**src/rtl/regfile_writeback_pkg.sv**
```systemverilog
// ============================================================================
// Module  : regfile_writeback_pkg
// Brief   : Shared CPU definitions for the writeback arbiter.
// Revision: 1.0 - initial release
// ============================================================================
`default_nettype none

package regfile_writeback_pkg;

  localparam int STARVE_CNT_W = 4;

  typedef enum logic [0:0] {
    LSU_PRI = 1'b0,
    ALU_PRI = 1'b1
  } arb_state_e;

endpackage

`default_nettype wire

```
**src/rtl/regfile_writeback_if.sv**
```systemverilog
// ============================================================================
// Module  : regfile_writeback_if
// Brief   : ALU/LSU producer handshakes and register-file write port.
// Revision: 1.0 - initial release
// ============================================================================
`default_nettype none

interface regfile_writeback_if #(
  parameter int ADDR_WIDTH = 5,
  parameter int DATA_WIDTH = 32
);

  logic                  alu_valid;
  logic                  alu_ready;
  logic [ADDR_WIDTH-1:0] alu_waddr;
  logic [DATA_WIDTH-1:0] alu_wdata;

  logic                  lsu_valid;
  logic                  lsu_ready;
  logic [ADDR_WIDTH-1:0] lsu_waddr;
  logic [DATA_WIDTH-1:0] lsu_wdata;

  logic                  rf_wen;
  logic [ADDR_WIDTH-1:0] rf_waddr;
  logic [DATA_WIDTH-1:0] rf_wdata;

  modport master (
    output alu_valid, alu_waddr, alu_wdata,
    output lsu_valid, lsu_waddr, lsu_wdata,
    input  alu_ready, lsu_ready,
    input  rf_wen, rf_waddr, rf_wdata
  );

  modport slave (
    input  alu_valid, alu_waddr, alu_wdata,
    input  lsu_valid, lsu_waddr, lsu_wdata,
    output alu_ready, lsu_ready,
    output rf_wen, rf_waddr, rf_wdata
  );

endinterface

`default_nettype wire

```
**src/rtl/regfile_writeback_reg.sv**
```systemverilog
// ============================================================================
// Module  : regfile_writeback_reg
// Brief   : Plain D register, asynchronous active-low reset to zero.
// Revision: 1.0 - initial release
// ============================================================================
`default_nettype none

module regfile_writeback_reg #(
  parameter int WIDTH = 1
) (
  input  wire logic             clk,
  input  wire logic             rst,
  input  wire logic [WIDTH-1:0] d_i,
  output logic      [WIDTH-1:0] q_o
);

  logic [WIDTH-1:0] data_q;

  always_ff @(posedge clk or negedge rst) begin
    if (!rst) begin
      data_q <= '0;
    end else begin
      data_q <= d_i;
    end
  end

  assign q_o = data_q;

endmodule

`default_nettype wire

```
**src/rtl/regfile_writeback.sv**
```systemverilog
// ============================================================================
// Module  : regfile_writeback
// Brief   : Two-producer writeback arbiter with ALU anti-starvation priority.
// Revision: 1.0 - initial release
// ============================================================================
`default_nettype none

module regfile_writeback
  import regfile_writeback_pkg::*;
#(
  parameter int ADDR_WIDTH   = 5,
  parameter int DATA_WIDTH   = 32,
  parameter int STARVE_LIMIT = 3
) (
  input  wire logic                    clk,
  input  wire logic                    rst,
  input  wire logic                    stall,
  regfile_writeback_if.slave           bus,
  output logic [STARVE_CNT_W-1:0]      starve_cnt
);

  localparam int                      OUT_W = ADDR_WIDTH + DATA_WIDTH + 1;
  localparam logic [STARVE_CNT_W-1:0] LIMIT = STARVE_CNT_W'(STARVE_LIMIT);

  arb_state_e              state_q;
  arb_state_e              state_d;
  logic [STARVE_CNT_W-1:0] starve_q;
  logic [STARVE_CNT_W-1:0] starve_d;

  logic                  grant_alu;
  logic                  grant_lsu;
  logic                  take;
  logic [ADDR_WIDTH-1:0] sel_waddr;
  logic [DATA_WIDTH-1:0] sel_wdata;
  logic [OUT_W-1:0]      out_d;
  logic [OUT_W-1:0]      out_q;

  // Grants double as ready; gating with rst keeps both low during reset.
  always_comb begin
    grant_alu = 1'b0;
    grant_lsu = 1'b0;
    if (rst && !stall) begin
      if (state_q == ALU_PRI) begin
        grant_alu = bus.alu_valid;
        grant_lsu = bus.lsu_valid && !bus.alu_valid;
      end else begin
        grant_lsu = bus.lsu_valid;
        grant_alu = bus.alu_valid && !bus.lsu_valid;
      end
    end
  end

  assign bus.alu_ready = grant_alu;
  assign bus.lsu_ready = grant_lsu;

  always_comb begin
    starve_d = starve_q;
    state_d  = state_q;
    if (!stall) begin
      if (grant_alu) begin
        starve_d = '0;
      end else if (bus.alu_valid && (starve_q < LIMIT)) begin
        starve_d = starve_q + 1'b1;
      end
    end
    case (state_q)
      LSU_PRI: if (starve_d == LIMIT) state_d = ALU_PRI;
      ALU_PRI: if (grant_alu)         state_d = LSU_PRI;
      default:                        state_d = LSU_PRI;
    endcase
  end

  always_ff @(posedge clk or negedge rst) begin
    if (!rst) begin
      state_q  <= LSU_PRI;
      starve_q <= '0;
    end else begin
      state_q  <= state_d;
      starve_q <= starve_d;
    end
  end

  assign starve_cnt = starve_q;

  assign sel_waddr = grant_alu ? bus.alu_waddr : bus.lsu_waddr;
  assign sel_wdata = grant_alu ? bus.alu_wdata : bus.lsu_wdata;

  // Writes to r0 complete the handshake but never reach the file; the
  // address/data fields keep their last value whenever no write issues.
  assign take  = (grant_alu || grant_lsu) && (sel_waddr != '0);
  assign out_d = take ? {1'b1, sel_waddr, sel_wdata}
                      : {1'b0, out_q[OUT_W-2:0]};

  regfile_writeback_reg #(
    .WIDTH (OUT_W)
  ) u_out_reg (
    .clk (clk),
    .rst (rst),
    .d_i (out_d),
    .q_o (out_q)
  );

  assign bus.rf_wen   = out_q[OUT_W-1];
  assign bus.rf_waddr = out_q[OUT_W-2 -: ADDR_WIDTH];
  assign bus.rf_wdata = out_q[DATA_WIDTH-1:0];

endmodule

`default_nettype wire

```
**src/flat_wrapper.sv**
```systemverilog
// flat-port wrapper written by rule: the top's interface ports become plain ports
module regfile_writeback_flat import regfile_writeback_pkg::*;
#(
  parameter int ADDR_WIDTH   = 5,
  parameter int DATA_WIDTH   = 32,
  parameter int STARVE_LIMIT = 3
)
  (clk, rst, stall, starve_cnt, bus_alu_valid, bus_alu_waddr, bus_alu_wdata, bus_lsu_valid, bus_lsu_waddr, bus_lsu_wdata, bus_alu_ready, bus_lsu_ready, bus_rf_wen, bus_rf_waddr, bus_rf_wdata);
  regfile_writeback_if #(.ADDR_WIDTH(ADDR_WIDTH), .DATA_WIDTH(DATA_WIDTH)) bus_i ();
  input  wire logic clk;
  input  wire logic rst;
  input  wire logic stall;
  output logic [STARVE_CNT_W-1:0] starve_cnt;
  input wire logic [$bits(bus_i.alu_valid)-1:0] bus_alu_valid;
  input wire logic [$bits(bus_i.alu_waddr)-1:0] bus_alu_waddr;
  input wire logic [$bits(bus_i.alu_wdata)-1:0] bus_alu_wdata;
  input wire logic [$bits(bus_i.lsu_valid)-1:0] bus_lsu_valid;
  input wire logic [$bits(bus_i.lsu_waddr)-1:0] bus_lsu_waddr;
  input wire logic [$bits(bus_i.lsu_wdata)-1:0] bus_lsu_wdata;
  output wire logic [$bits(bus_i.alu_ready)-1:0] bus_alu_ready;
  output wire logic [$bits(bus_i.lsu_ready)-1:0] bus_lsu_ready;
  output wire logic [$bits(bus_i.rf_wen)-1:0] bus_rf_wen;
  output wire logic [$bits(bus_i.rf_waddr)-1:0] bus_rf_waddr;
  output wire logic [$bits(bus_i.rf_wdata)-1:0] bus_rf_wdata;
  assign bus_i.alu_valid = bus_alu_valid;
  assign bus_i.alu_waddr = bus_alu_waddr;
  assign bus_i.alu_wdata = bus_alu_wdata;
  assign bus_i.lsu_valid = bus_lsu_valid;
  assign bus_i.lsu_waddr = bus_lsu_waddr;
  assign bus_i.lsu_wdata = bus_lsu_wdata;
  assign bus_alu_ready = bus_i.alu_ready;
  assign bus_lsu_ready = bus_i.lsu_ready;
  assign bus_rf_wen = bus_i.rf_wen;
  assign bus_rf_waddr = bus_i.rf_waddr;
  assign bus_rf_wdata = bus_i.rf_wdata;
  regfile_writeback #(.ADDR_WIDTH(ADDR_WIDTH), .DATA_WIDTH(DATA_WIDTH), .STARVE_LIMIT(STARVE_LIMIT)) u_core (.clk(clk), .rst(rst), .stall(stall), .bus(bus_i), .starve_cnt(starve_cnt));
endmodule
```
**config.mk**
```make
export PLATFORM = sky130hd
export DESIGN_NAME = regfile_writeback_flat
export DESIGN_NICKNAME = d
export VERILOG_FILES = /design/src/rtl/regfile_writeback_pkg.sv /design/src/rtl/regfile_writeback_if.sv /design/src/rtl/regfile_writeback_reg.sv /design/src/rtl/regfile_writeback.sv /design/src/flat_wrapper.sv
export SDC_FILE = /design/constraint.sdc
export NUM_CORES = 1
export LEC_CHECK = 0
export ABC_CLOCK_PERIOD_IN_PS = 3420
export CORE_MARGIN = 2
export CORE_UTILIZATION = 42
export CTS_CLUSTER_DIAMETER = 50
export DETAILED_ROUTE_END_ITERATION = 8
export PLACE_DENSITY = 0.87
export SETUP_SLACK_MARGIN = 0.4
export SYNTH_ARGS = -nofsm -noshare
export SYNTH_HDL_FRONTEND = slang
export SYNTH_HIERARCHICAL = 1
export SYNTH_SLANG_ARGS = --single-unit
```
**constraint.sdc**
```tcl
create_clock -name clk -period 3.42 [get_ports clk]
set_input_delay 0.342 -clock clk [delete_from_list [all_inputs] [get_ports clk]]
set_output_delay 0.342 -clock clk [all_outputs]
set_load 0.1 [all_outputs]
```
==> impl_metrics.yaml, run 1 <==
run_status:
  run_status: "complete, no violations"
route:
  detail_route.vias_per_cell: 5.213
  num_vias: 1861
  detail_route.iter0.violations: 64
  ant_nets: 0
  drt_pass1_iterations: 4
  totalWireLength_mm: 5.796
  drt-wirelength-per-cell_um: 16.24
  drcViolationCount: 0
global_route:
  grt_first_pass_wirelength_mm: 9.549
  grt_antenna_before_repair: 0
  grt-ovfl-total: 0
  grt_pass1_vias: 1946
  grt_max_degree: 42
  grt.total_usage_pct: 20.17
clock_network:
  cts_tree: "yes"
  cts_repair_resize_count: 0
  clock_insertion_delay_worst_skew_ns: 0.28
  cts.sink_count: 43
  cts_max_path_buffers: 2
  postCtsSetupRepairBufs: 0
  h-tree-depth: 2
  cts.hold.buffers_added: 0
  ctsRootBufferMaster: "sky130_fd_sc_hd__clkbuf_8"
  clkSlewWorstSetupHoldPaths_ns: 0.07
  numCtsBuffers: 5
final_layout:
  layout_net_count: 366
  area.sequential_um2: 1076
  layout.cells.most_common: "sky130_fd_sc_hd__clkdlybuf4s50_1"
  layout_stage_area_growth_over_the_synthesis_result_pct: 62.00
  antenna_cells: 0
  multi_input_comb_area_um2: 998.5
  top_library_cells_by_usage_in_the_layout_fill_and_taps_aside: "sky130_fd_sc_hd__clkdlybuf4s50_1, sky130_fd_sc_hd__dfrtp_1, sky130_fd_sc_hd__o22ai_1"
  filler_cell_count: 391
  layout_cell_share_with_drive_strength_beyond_1_pct: 19.16
critical_path:
  critical_path_arrival_ns: 2.17
  endpoint_kind: "output port"
  required_time_of_the_critical_path_ns: 3.08
  timing.critical_path.from_type: "primary input"
  crit_path_max_fanout: 41
  critical_setup_path_kind: "in -> out"
timing:
  setup_ws_ns: 0.9078
  worst-slew-pin-transition_ns: 1.018
  final.setup_skew_ns: 0.003379
  totalNegativeSetupSlack_ns: 0
  relSlewSlack_pct: 31.93
  grt_setup_unrepaired: "false"
  maxClockFrequency_ghz: 0.3981
  timing.final.max_slew_violations: 0
  finalSetupViolCount: 0
  final_period_minus_worst_setup_slack_ns: 2.512
  fin_hold_viols: 0
  fin_crit_sh_pct: 73.46
  holdWs_ns: 0.007763
worst_hold_path:
  hold_path_class: "in -> async"
yosys:
  netlist.area_leader.share_pct: 48.92
  synth.yosys.warnings: 6
  yosysTopAreaCell: "sky130_fd_sc_hd__dfrtp_1"
  async_reset_ff_share_pct: 100.0
  synth_seq_area_share_pct: 48.92
  post_synth_instance_area_um2: 2200
  synth_fp_nets: 245
  ys.flop_type: "sky130_fd_sc_hd__dfrtp_1"
  average_size_of_a_mapped_cell_um2: 13.33
  netlist-cell-type-count: 31
  syn-instance-count: 165
  synth_edf_count: 0
  cell_types_with_the_largest_area_share_after_synthesis: "sky130_fd_sc_hd__dfrtp_1, sky130_fd_sc_hd__a2bb2oi_2, sky130_fd_sc_hd__o22ai_1, sky130_fd_sc_hd__buf_8, sky130_fd_sc_hd__a2bb2oi_1"
  synthesis_stage_register_bit_count: 43
placed_design:
  place.gp.congestion: 0.7419
  post_place_worst_slack_ns: 0.9119
  dp.final_hpwl_mm: 4.383
  port_buffers: 122
power_and_ir_drop:
  irDropWorstVdd_uv: 695.9
  power_leakage_nw: 1.402
  overall_power_of_the_completed_layout_mw: 3.247
  pwr_cell_area_nw_per_um2: 911.3
floorplan:
  die-width_um: 76.37
  dieHeight_um: 76.37
  start_util_pct: 43.34
  io_pins: 123
  rows: 26
  core_region_area_um2: 5075
  floorplan.die_area_um2: 5832
flow_run:
  drv.max_cap_violation_count: 0
[critical path, cell delays in order]
cell                              delay, ns
sky130_fd_sc_hd__clkdlybuf4s50_1       0.49
sky130_fd_sc_hd__nor2b_1               0.22
sky130_fd_sc_hd__nand3_4               0.43
sky130_fd_sc_hd__inv_1                 0.33
sky130_fd_sc_hd__buf_4                 0.34
[final timing paths]
path | cells past startpoint | end | start | slack [ns]
worst min-delay path | 1 | u_core/u_out_reg/q_o[2]$_DFF_PN0_ | rst | 0.008
max in group asynchronous | 2 | u_core/u_out_reg/q_o[16]$_DFF_PN0_ | rst | 2.70
worst min register to register | 1 | u_core/u_out_reg/q_o[22]$_DFF_PN0_ | u_core/u_out_reg/q_o[22]$_DFF_PN0_ | 0.52
worst max register to register | 5 | u_core/u_out_reg/q_o[3]$_DFF_PN0_ | u_core/state_q$_DFF_PN0_ | 1.49
min in group clk | 1 | u_core/u_out_reg/q_o[22]$_DFF_PN0_ | u_core/u_out_reg/q_o[22]$_DFF_PN0_ | 0.52
worst max-delay path | 5 | bus_alu_ready | bus_alu_valid | 0.91
[Yosys cell counts (3+ instances only)]
library cell / instances
sky130_fd_sc_hd__a2bb2oi_2: 30
sky130_fd_sc_hd__dfrtp_1: 43
sky130_fd_sc_hd__nand2_1: 4
sky130_fd_sc_hd__nor2_1: 4
sky130_fd_sc_hd__o22ai_1: 35
sky130_fd_sc_hd__a21oi_1: 4
sky130_fd_sc_hd__inv_1: 4
sky130_fd_sc_hd__a2bb2oi_1: 5
sky130_fd_sc_hd__buf_8: 3
sky130_fd_sc_hd__clkbuf_1: 6
[state kept, by name, indices dropped and copies added (netlist names)]
register	cells
u_core/starve_cnt	4
u_core/state_q	1
u_core/u_out_reg/q_o	38
[per-stage QoR]
step                      std cells  util [%]  cell area [um2]
after detailed placement        349     67.90             3446
after floorplan                 165         -             2200
after global placement          349     67.90             3446
final                           357     70.22             3563
after global routing            357     70.22             3563
after CTS                       357     70.22             3563
[where the power goes]
part / internal, mW / total, mW / switching [mW]
registers: 0.675 / 0.798 / 0.123
logic: 0.594 / 2.05 / 1.46
clock network: 0.236 / 0.395 / 0.159
[routing by layer]
layer	global-route usage [%]	vias to the layer above	wire [um]
li1	-	885	-
met1	24.60	883	2404
met2	34.60	82	2854
met3	5.450	11	427
met4	6.727	0	109
met5	0	-	0
[kinds of logic after synthesis]
group	count (synthesis)	synth area share (%)
compound gates	79	35.72
xor+xnor	1	0.3983
fa+ha+maj	1	0.5687
buf+inv	18	5.687
flops	43	48.92
mux	2	1.479
simple gates	21	7.224
[cell type report]
cell class / count / area share [%]
repair buffers: 128 / 35.60
well taps: 70 / 2.458
multi-input cells: 104 / 28.02
clock buffers: 6 / 2.317
flip-flops and latches: 43 / 30.20
clock inverters: 2 / 0.9831
inverters: 4 / 0.4213
Note: power is estimated with default switching activity, not from simulation.
==> inputs of run 2 (changes only) <==
--- a/config.mk
+++ b/config.mk
@@ -5,12 +5,12 @@
 export SDC_FILE = /design/constraint.sdc
 export NUM_CORES = 1
 export LEC_CHECK = 0
-export ABC_CLOCK_PERIOD_IN_PS = 3420
+export ABC_CLOCK_PERIOD_IN_PS = 2470
 export CORE_MARGIN = 2
-export CORE_UTILIZATION = 42
+export CORE_UTILIZATION = 39
 export CTS_CLUSTER_DIAMETER = 50
 export DETAILED_ROUTE_END_ITERATION = 8
-export PLACE_DENSITY = 0.87
+export PLACE_DENSITY = 0.81
 export SETUP_SLACK_MARGIN = 0.4
 export SYNTH_ARGS = -nofsm -noshare
 export SYNTH_HDL_FRONTEND = slang
==> constraint.sdc (replaced) <==
create_clock -name clk -period 2.47 [get_ports clk]
set_input_delay 0.247 -clock clk [delete_from_list [all_inputs] [get_ports clk]]
set_output_delay 0.247 -clock clk [all_outputs]
set_load 0.1 [all_outputs]
==> run 2 against run 1 <==
Compared with the run above:
- wire length down 0.79%
- setup slack worse by 0.38 ns
- register-to-register slack worse by 0.75 ns
- largest power group unchanged
- global-route usage down 1.4 points
- sequential cell count unchanged
- count of clock-buffer cells in the layout unchanged
- highest routed layer unchanged
==> impl_metrics.yaml, run 2 (synthesized netlist as in run 1, its figures left out) <==
run_status:
  run_status: "complete, no violations"
critical_path:
  r2r_setup_slack_ns: 0.74
  endpoint_kind: "output port"
  required_time_of_the_critical_path_ns: 2.22
  crit_path_max_fanout: 20
  critPathCapture: "bus_alu_ready"
  capture_point_of_the_worst_reg_to_reg_path: "u_core/u_out_reg/q_o[1]$_DFF_PN0_"
  slowest_stage: "sky130_fd_sc_hd__clkdlybuf4s50_1"
  r2r-start: "u_core/state_q$_DFF_PN0_"
  cp_slowest_stage_delay_ns: 0.49
  crit_path_start: "bus_alu_valid"
  r2r_depth: 5
  critical_path_arrival_ns: 1.69
  timing.critical_path.from_type: "primary input"
  worstPathCellList: "clkdlybuf4s50_1 -> nor2b_1 -> nand3_4 -> clkinvlp_4 -> buf_12"
  critical_setup_path_kind: "in -> out"
route:
  drcViolationCount: 0
  num_vias: 1897
  drt_pass1_iterations: 6
  ant_nets: 0
  detail_route.vias_per_cell: 5.269
  detail_route.iter0.violations: 80
  totalWireLength_mm: 5.750
  drt-wirelength-per-cell_um: 15.97
final_layout:
  layout_cell_share_with_drive_strength_beyond_1_pct: 34.38
  number_of_flip_flops_in_the_largest_register: 38
  antenna_cells: 0
  top_library_cells_by_usage_in_the_layout_fill_and_taps_aside: "sky130_fd_sc_hd__clkdlybuf4s50_1, sky130_fd_sc_hd__buf_4, sky130_fd_sc_hd__dfrtp_1"
  layout_stage_area_growth_over_the_synthesis_result_pct: 57.57
  layout_net_count: 368
  finalInstanceArea_um2: 3466
  layout.core_utilization_pct: 63.33
  layout.cells.most_common: "sky130_fd_sc_hd__clkdlybuf4s50_1"
clock_network:
  cts_tree: "yes"
  ctsRootBufferMaster: "sky130_fd_sc_hd__clkbuf_8"
  h-tree-depth: 2
  cts.sink_count: 43
  cts_max_path_buffers: 2
  clock_insertion_delay_worst_skew_ns: 0.29
  numCtsBuffers: 5
  clkSlewWorstSetupHoldPaths_ns: 0.07
floorplan:
  floorplan.die_area_um2: 6257
  io_pins: 123
  rows: 27
  core_region_area_um2: 5473
  die-width_um: 79.10
  start_util_pct: 40.19
  dieHeight_um: 79.10
global_route:
  grt.total_usage_pct: 18.76
  grt_pass1_vias: 1940
  grt_first_pass_wirelength_mm: 9.170
  grt-ovfl-total: 0
  grt_max_degree: 35
  grt_antenna_before_repair: 0
timing:
  maxClockFrequency_ghz: 0.5160
  relSlewSlack_pct: 71.73
  worst-slew-pin-transition_ns: 0.4227
  final_period_minus_worst_setup_slack_ns: 1.938
  fin_crit_sh_pct: 78.46
  totalNegativeSetupSlack_ns: 0
  timing.final.max_slew_violations: 0
  finalSetupViolCount: 0
  grt_setup_unrepaired: "false"
  final.setup_skew_ns: 0.006149
  fin_hold_viols: 0
worst_hold_path:
  hold_path_class: "in -> async"
placed_design:
  dp.final_hpwl_mm: 4.323
  dpl_cell_area_um2: 3363
  port_buffers: 122
  place.gp.congestion: 0.7284
power_and_ir_drop:
  pwr_cell_area_nw_per_um2: 1245
  power_leakage_nw: 1.421
  irDropWorstVdd_uv: 1022
flow_run:
  drv.max_cap_violation_count: 0
[run 2: cell types whose count changed in the layout (fill, tap and decap cells not counted)]
| cell | before | now |
|---|---|---|
| sky130_fd_sc_hd__a211o_1 | 1 | 0 |
| sky130_fd_sc_hd__a211o_2 | 0 | 1 |
| sky130_fd_sc_hd__buf_12 | 1 | 2 |
| sky130_fd_sc_hd__buf_4 | 7 | 49 |
| sky130_fd_sc_hd__bufinv_16 | 1 | 0 |
| sky130_fd_sc_hd__clkdlybuf4s50_1 | 119 | 77 |
| sky130_fd_sc_hd__clkinvlp_4 | 0 | 1 |
| sky130_fd_sc_hd__dlygate4sd3_1 | 0 | 1 |
| sky130_fd_sc_hd__inv_1 | 4 | 3 |
[run 2: worst min-delay path by stage]
stage | end | slack, ns | startpoint | cells past startpoint
6_report | u_core/u_out_reg/q_o[0]$_DFF_PN0_ | 0.09 | rst | 2
5_1_grt | u_core/u_out_reg/q_o[5]$_DFF_PN0_ | 0.12 | rst | 2
4_1_cts | u_core/u_out_reg/q_o[6]$_DFF_PN0_ | 0.10 | rst | 2
3_5_place_dp | u_core/u_out_reg/q_o[3]$_DFF_PN0_ | 0.15 | rst | 1
3_3_place_gp | u_core/u_out_reg/q_o[1]$_DFF_PN0_ | 0.15 | rst | 1
2_1_floorplan | u_core/starve_cnt[0]$_DFF_PN0_ | -0.05 | rst | 0
[run 2: worst max-delay path: cells and delay by family]
family                 cells  cell delay, ns
buffers and inverters      3            0.93
and+or+nand+nor            2            0.50
[run 2: per-stage QoR]
stage | cells | setup WS [ns] | hold slack, ns | total power [mW]
after floorplan | 165 | 0.5439 | -0.04859 | 3.265
final | 360 | 0.5320 | 0.09313 | 4.314
after detailed placement | 352 | 0.3021 | 0.1490 | 3.902
after global routing | 360 | 0.4256 | 0.1248 | 4.477
after global placement | 352 | 0.3802 | 0.1492 | 3.861
after CTS | 360 | 0.4539 | 0.1009 | 4.344
[run 2: where the power goes]
| part | total, mW | leakage, nW | internal, mW | switching [mW] |
|---|---|---|---|---|
| Sequential | 1.11 | 0.484 | 0.936 | 0.172 |
| Combinational | 2.77 | 0.890 | 0.748 | 2.02 |
| Clock | 0.436 | 0.0470 | 0.219 | 0.217 |
[run 2: cell type report]
cell class                      count  area (um2)
Fill cell                         476        2007
Clock inverter                      1       5.005
Multi-Input combinational cell    104       999.7
Tap cell                           72       90.09
Clock buffer                        6       82.58
Sequential cell                    43        1076
Timing Repair Buffer              130        1194
Inverter                            4       18.77
[run 2: metal layers]
metal,vias up,global-route usage (%),part of all wire (%)
li1,893,-,-
met1,908,23.40,42
met2,88,31.61,48
met3,8,5.682,9.0
met4,0,5.172,1.1
met5,-,0,0
[run 2: timing repair]
action	4_1_cts	5_1_grt
setup buffers	0	0
endpoints found under the hold margin	9	0
endpoints found under the setup margin	0	2
hold buffers	1	0
resized for setup	0	2
